**src/rtl/adder_sched.sv**
```systemverilog
// Two-requester adder scheduler: one 4-bit adder is reused once per nibble,
// LSB first. Requests are granted round-robin and answered with a valid/ready response.

module adder_1c (
  input  logic [3:0] a,
  input  logic [3:0] b,
  input  logic       cin,
  output logic [3:0] sum,
  output logic       carry
);
  assign {carry, sum} = 5'(a) + 5'(b) + 5'(cin);
endmodule

module adder_sched #(
  parameter int NIBBLES = 4
) (
  input  logic                   clk,
  input  logic                   rst,
  input  logic                   req0_valid,
  output logic                   req0_ready,
  input  logic [4*NIBBLES-1:0]   req0_a,
  input  logic [4*NIBBLES-1:0]   req0_b,
  input  logic                   req0_cin,
  input  logic                   req1_valid,
  output logic                   req1_ready,
  input  logic [4*NIBBLES-1:0]   req1_a,
  input  logic [4*NIBBLES-1:0]   req1_b,
  input  logic                   req1_cin,
  output logic                   rsp_valid,
  input  logic                   rsp_ready,
  output logic                   rsp_id,
  output logic [4*NIBBLES-1:0]   rsp_sum,
  output logic                   rsp_cout,
  output logic                   busy
);
  localparam int KW = (NIBBLES > 1) ? $clog2(NIBBLES) : 1;

  typedef enum logic [1:0] {IDLE, CALC, DONE} state_t;

  state_t                  state, state_nx;
  logic [NIBBLES-1:0][3:0] a_q, b_q, res_q;
  logic                    carry_q;
  logic                    id_q;
  logic                    last_q;
  logic [KW-1:0]           k_q;
  logic                    grant, accept, last_nib;
  logic [3:0]              nib_a, nib_b, nib_sum;
  logic                    nib_co;

  // On a tie, favour the requester that did not win the previous acceptance.
  always_comb begin
    if (req0_valid && req1_valid) grant = ~last_q;
    else                          grant = req1_valid;
  end

  assign last_nib = (k_q == KW'(NIBBLES - 1));
  assign nib_a    = a_q[k_q];
  assign nib_b    = b_q[k_q];

  adder_1c u_add (
    .a     (nib_a),
    .b     (nib_b),
    .cin   (carry_q),
    .sum   (nib_sum),
    .carry (nib_co)
  );

  always_ff @(posedge clk) begin
    if (rst) state <= IDLE;
    else     state <= state_nx;
  end

  always_comb begin
    state_nx   = state;
    req0_ready = 1'b0;
    req1_ready = 1'b0;
    rsp_valid  = 1'b0;
    accept     = 1'b0;
    case (state)
      IDLE: begin
        req0_ready = req0_valid & ~grant;
        req1_ready = req1_valid & grant;
        accept     = req0_ready | req1_ready;
        if (accept) state_nx = CALC;
      end
      CALC: if (last_nib) state_nx = DONE;
      DONE: begin
        rsp_valid = 1'b1;
        if (rsp_ready) state_nx = IDLE;
      end
      default: state_nx = IDLE;
    endcase
  end

  always_ff @(posedge clk) begin
    if (rst) begin
      a_q     <= '0;
      b_q     <= '0;
      res_q   <= '0;
      carry_q <= 1'b0;
      id_q    <= 1'b0;
      last_q  <= 1'b1;
      k_q     <= '0;
    end else if (accept) begin
      a_q     <= grant ? req1_a   : req0_a;
      b_q     <= grant ? req1_b   : req0_b;
      carry_q <= grant ? req1_cin : req0_cin;
      id_q    <= grant;
      last_q  <= grant;
      k_q     <= '0;
    end else if (state == CALC) begin
      res_q[k_q] <= nib_sum;
      carry_q    <= nib_co;
      k_q        <= k_q + KW'(1);
    end
  end

  assign rsp_sum  = res_q;
  assign rsp_cout = carry_q;
  assign rsp_id   = id_q;
  assign busy     = (state != IDLE);
endmodule

```
**config.mk**
```make
export PLATFORM = sky130hd
export DESIGN_NAME = adder_sched
export DESIGN_NICKNAME = d
export VERILOG_FILES = /design/src/rtl/adder_sched.sv
export SDC_FILE = /design/constraint.sdc
export NUM_CORES = 1
export LEC_CHECK = 0
export CORE_UTILIZATION = 25
export CTS_CLUSTER_SIZE = 20
export DETAILED_ROUTE_END_ITERATION = 6
export GPL_TIMING_DRIVEN = 0
export PLACE_DENSITY = 0.5
export SETUP_SLACK_MARGIN = 0.5
export SLEW_MARGIN = 20
export SYNTH_ARGS = -nofsm -noshare
export SYNTH_HDL_FRONTEND = slang
export SYNTH_HIERARCHICAL = 1
export SYNTH_SLANG_ARGS = --single-unit
```
**constraint.sdc**
```tcl
create_clock -name clk -period 3.2 [get_ports clk]
set_input_delay 0.64 -clock clk [delete_from_list [all_inputs] [get_ports clk]]
set_output_delay 0.64 -clock clk [all_outputs]
set_load 0.01 [all_outputs]
```
# Word-level counts from Yosys, hierarchy flattened
# Cells that the tools add are included.
[classes] add_sub_neg=3 n_lt_le_gt_ge=2 n_eq_ne=6 mux=21 bitwise=6 n_reduce_logical=8
[ops] op="two-way mux 16 bit" count=2
[ops] op="binary-select mux 4 bit (select 2 bit)" count=2
[ops] op="bitwise mux 16 bit" count=1
[ops] op="two-way mux 4 bit" count=3
[ops] op="demux 4 bit (select 2 bit)" count=1
[ops] op="two-way mux 1 bit" count=8
[ops] op="two-way mux 2 bit" count=3
[ops] op="!= test 2 bit, second input constant" count=3
[ops] op="case mux 2 bit (3 select lines)" count=1
[ops] op="adder 4 x 4 -> 5 bit" count=1
[ops] op="adder 5 x 1 -> 5 bit" count=1
[ops] op="== test 2 bit, second input constant" count=2
[ops] op="nonzero test 2 bit" count=2
[ops] op="< comparator 2 x 3 -> 1 bit, second input constant" count=1
[ops] op="NOT 1 bit" count=3
[ops] op="AND reduction 3 bit" count=1
[ops] op="adder 2 x 1 -> 2 bit, second input constant" count=1
[ops] op="bitwise AND 1 bit" count=2
[ops] op="== test 2 x 1 -> 1 bit, second input constant" count=1
[ops] op=">= comparator 2 x 1 -> 1 bit, second input constant" count=1
[ops] op="logical AND 1 bit" count=2
[ops] op="logical NOT 2 bit" count=1
[ops] op="AND reduction 2 bit" count=1
[ops] op="OR reduction 2 bit" count=1
[ops] op="OR 1 bit" count=1
[word_totals] reg_bits=55 output_inout_bits=22

# Depth between registers and ports, before layout
[logic_depth] depth_word=8 ltp_mapped=11 depth_no_buf=10

# Hierarchy
# Netlist, hierarchy kept.
[modules_own_cells] mod="adder_sched" n_inst=1 cells_per_inst=309 area_each_um2=2642.5
[modules_own_cells] mod="adder_1c" n_inst=1 cells_per_inst=16 area_each_um2=143.9

# Worst setup path before layout
# Ideal clock, no wire load.
[synth_path] path_type="register to register" startpoint="reg k_q[0]" endpoint="reg res_q, in the netlist rsp_sum[13]" setup_ns=0.070 arrival_ns=2.286 t_required_ns=3.130 slack_ns=0.844 path_stages_with_launch=9 period_less_slack_ns=2.356 cell_sequence="dfxtp_1 buf_2 mux4_2 fa_1 inv_1 fa_1 inv_1 nand3_1 a21oi_1"
[synth_via] elab_chain_len=5
[synth_lines] element="start: declaration" line="45" text="logic [KW-1:0] k_q;"
[synth_lines] element="start signal: assignment" line="114" text="k_q <= k_q + KW'(1);"
[synth_lines] element="binary-select mux 4 bit (select 2 bit)" line="58" text="assign nib_b = b_q[k_q];"
[synth_lines] element="two-way mux 4 bit (not written as such)" line="58"
[synth_lines] element="named net nib_b[0]" line="47" text="logic [3:0] nib_a, nib_b, nib_sum;"
[synth_lines] element="adder 4 x 4 -> 5 bit" line="11" text="assign {carry, sum} = 5'(a) + 5'(b) + 5'(cin);"
[synth_lines] element="adder 5 x 1 -> 5 bit" line="11"
[synth_lines] element="named net nib_sum[1]" line="47"
[synth_lines] element="bitwise mux 16 bit" line="112" text="res_q[k_q] <= nib_sum;"
[synth_lines] element="end signal: indexed assignment" line="112"
[synth_lines] element="end: declaration" line="41" text="logic [NIBBLES-1:0][3:0] a_q, b_q, res_q;"
# The timed path passes the listed nets, and every way through them passes these cells. The select of a mux whose other input is x is not followed.
# A chain may end at the register's enable or synchronous reset.

# Final worst setup path
[layout_path] startpoint="reg k_q[1]" endpoint="reg carry_q, in the netlist rsp_cout"
[layout_via] elab_chain_len=6
[layout_lines] element="binary-select mux 4 bit (select 2 bit)" line="57" text="assign nib_a = a_q[k_q];"
[layout_lines] element="two-way mux 4 bit (not written as such)" line="57"
[layout_lines] element="named net nib_a[0]" line="47"
[layout_lines] element="adder 4 x 4 -> 5 bit" line="11"
[layout_lines] element="adder 5 x 1 -> 5 bit" line="11"
[layout_lines] element="named net nib_co" line="48" text="logic nib_co;"
[layout_lines] element="two-way mux 1 bit" line="111" text="end else if (state == CALC) begin"
[layout_lines] element="two-way mux 1 bit" line="104" text="end else if (accept) begin"
[layout_lines] element="end signal: assignment" line="107" text="carry_q <= grant ? req1_cin : req0_cin;"
[layout_lines] element="end signal: assignment" line="113" text="carry_q <= nib_co;"
[layout_lines] element="end: declaration" line="42" text="logic carry_q;"
# The timed path passes the listed nets, and every way through them passes these cells. The select of a mux whose other input is x is not followed.

==> flow_metrics.tcl <==
set metrics [dict create \
    status "finished clean" \
    switching_power_uw 475 \
    relSlewSlack_pct 66.2 \
    yosysUniqueCellTypes 34 \
    via_per_inst 4.72 \
    cp_cell_sequence "buf_4 > mux4_2 > fa_1 > inv_1 > fa_1 > nor2b_1 > o21ai_0 > nand2b_1 > inv_1 > a2111o_1 > a31oi_1" \
    aggregate_global_route_resource_usage_pct 15.3 \
    synth_warnings 6 \
    layout-drive-gt1-share_pct 11.2 \
    endpoint_kind "register" \
    vias 2677 \
    syn-num-nets 405 \
    finish.net_count 506 \
    finalSetupViolations 0 \
    cts_sinks 55 \
    power.sequential.fraction_pct 47.6 \
    holdBufCountCts 0 \
    synth_area_per_cell_um2 8.57 \
    drt-initial-drc-count 129 \
    leakagePower_nw 1.47 \
    worstPathMaxFanout 10 \
    worstSetupStartpointType "register" \
    synth.ff_latch_count 55 \
    setup_total_negative_slack_ns 0 \
    tightestPinTransition_ns 0.507 \
    worst_slack_at_placement_ns -0.0505 \
    cts.path.max_buffers 2 \
    root_buffer "sky130_fd_sc_hd__clkbuf_8" \
    ioPinCount 93 \
    part_of_the_yosys_area_used_for_sequential_elements_pct 39.5 \
    areaGrowthSynthToFinish_pct 43.6 \
    setup.worst_path.class "register to register" \
    route.detailed.wl_per_inst_um 14.7 \
    hold_viol 0 \
    antenna_found_initial 0 \
    floorplan.die.width_um 108 \
    clock_power_share_pct 25.8 \
    cts_made_buffers 5 \
    route.detailed.drc 0 \
    grt_pass1_vias 2724 \
    portBuffers 91 \
    placeableCoreArea_um2 10800 \
    switching_share_pct 29.5 \
    clk_lat_worst_skew_ns 0.31 \
    final.min_clock_period_ns 2.54 \
    timing.hold.worst.class "register to register" \
    power_per_standard_cell_area_nw_per_um2 402 \
    detail_route.first_pass.iterations 6 \
    ant_nets 0 \
    clkSlewWorstSetupHoldPaths_ns 0.10 \
    rsz0062_at_grt "false" \
    max_stage_delay_ns 0.55 \
    share_comb_of_total_power_pct 26.6 \
    postSynth.asyncResetShare_pct 0 \
    htree_num_levels 2 \
    tritoncts "built" \
    internal-power_mw 1.13 \
    worst_supply_voltage_drop_on_vdd_uv 175 \
    totalWireLength_um 8330 \
    die_height_um 108 \
    grt_max_degree 18 \
    gp_congestion 0.726 \
    starting_density_of_the_core_pct 25.7 \
    maxClockFrequency_mhz 393 \
    die-area_um2 11600 \
    synth_enable_flop_cells 0 \
    n_antenna_cell 0 \
    cell_with_the_largest_stage_delay_on_the_worst_path "sky130_fd_sc_hd__mux4_2" \
    max_cap_violations 0 \
    ys_dominant_reg_cell "sky130_fd_sc_hd__dfxtp_1" \
    crit_required_ns 3.39 \
    cp_data_arrival_time_ns 2.74 \
    final.period_utilization_pct 79.5 \
    grt_pass1_wl_um 13800 \
    final.setup_skew_ns 0.0120 \
    detailedPlacementHpwl_um 6390 \
    postSynthCellCount 325 \
    finalMaxSlewViolations 0 \
    placementRows 38 \
    synth_area_um2 2790 \
    grt_remaining_overflow 0 \
    final_critical_path_setup_slack_ns 0.656 \
]
-- power by group through the flow --
stage	logic (mW)	clock network, mW	registers (mW)
final	0.428	0.415	0.764
after global routing	0.470	0.464	0.772
after CTS	0.429	0.426	0.764
after detailed placement	0.427	0	0.779
after global placement	0.421	0	0.779
after floorplan	0.233	0	0.777
-- worst paths after layout --
path / from / cells after the start / end / slack (ns)
max: k_q[1] / 11 / rsp_cout / 0.66
min: rsp_sum[6] / 2 / rsp_sum[6] / 0.46
max reg2reg: k_q[1] / 11 / rsp_cout / 0.66
min reg2reg: rsp_sum[6] / 2 / rsp_sum[6] / 0.46
-- placed cells by master, fill, tap and decap left out, types with 6 or more instances in the layout --
cell type / Yosys / final
sky130_fd_sc_hd__a311oi_1: 32 / 32
sky130_fd_sc_hd__ha_1: 7 / 7
sky130_fd_sc_hd__buf_2: 14 / 10
sky130_fd_sc_hd__nand3_1: 16 / 16
sky130_fd_sc_hd__buf_4: 6 / 10
sky130_fd_sc_hd__mux4_2: 8 / 8
sky130_fd_sc_hd__dfxtp_1: 55 / 55
sky130_fd_sc_hd__nand2_1: 84 / 84
sky130_fd_sc_hd__inv_1: 8 / 8
sky130_fd_sc_hd__clkbuf_8: 0 / 6
sky130_fd_sc_hd__clkdlybuf4s50_1: 0 / 89
sky130_fd_sc_hd__a21oi_1: 50 / 50
-- metal layers --
layer | wire [um] | vias to the layer above | global-route usage, %
met5 | 0 | - | 0
met4 | 50 | 0 | 3.03
met3 | 441 | 4 | 3.03
met2 | 3720 | 79 | 24.3
met1 | 4130 | 1229 | 21.5
li1 | - | 1365 | -
-- timing repair --
action,in CTS,in global routing
setup endpoints to repair,2,14
setup buffers,1,2
resized for setup,5,9
pin swaps,0,1
-- registers in the layout, summed over array words and instances, names as in the netlist --
signal	flops
rsp_id	1
rsp_cout	1
k_q	2
a_q	16
last_q	1
b_q	16
rsp_sum	16
state	2
-- cells in the mapped netlist, drive strengths merged (2+ instances only) --
library cell	number	area, um2
nand2	84	315
a21oi	51	259
buf	23	141
xnor2	3	26.3
a311oi	32	280
nor2	5	33.8
o21ai	2	10.0
nor2b	5	31.3
fa	2	40.0
nand3b	4	30.0
dfxtp	55	1100
ha	7	87.6
inv	9	33.8
mux4	8	180
nand3	16	80.1
nand2b	2	12.5
clkbuf	5	18.8
nor3	2	10.0
-- per-stage QoR --
step | hold WS (ns) | area (um2) | total power, mW | util, % | std cells
floorplan | 0.481 | 2790 | 1.01 | - | 325
global placement | 0.447 | 3870 | 1.20 | 35.7 | 556
detailed placement | 0.446 | 3870 | 1.21 | 35.7 | 556
CTS | 0.462 | 3980 | 1.62 | 36.7 | 565
global route | 0.478 | 4000 | 1.71 | 36.9 | 567
finish | 0.462 | 4000 | 1.61 | 36.9 | 567
-- worst max-delay path: cells and delay by family, from the launching register on --
kind                     cells  cell delay [ns]
adder cells (fa/ha/maj)      2             0.66
multiplexers                 1             0.55
flip-flops                   1             0.38
buffers and inverters        3             0.36
AO/OA/AOI/OAI                3             0.34
AND/OR/NAND/NOR              2             0.14
-- cells by family (layout without fill, tap and decap cells) --
family          count (synthesis)  count (layout)  synth area share, %
mux                             9               9                 6.83
compound gates                 92              92                 22.3
buf+inv                        37             139                 6.96
fa+ha+maj                       9               9                 4.58
xor+xnor                        3               3                0.943
simple gates                  120             120                 18.9
flops                          55              55                 39.5
-- final cells by class --
cell class	instances	area, um2
fill	1173	6840
multi-input combinational	233	1490
sequential	55	1100
timing repair buffer	94	923
buffer	28	178
tap	140	175
clock buffer	6	82.6
inverter	9	33.8
clock inverter	2	16.3
Power figures use the tool's default switching activity.
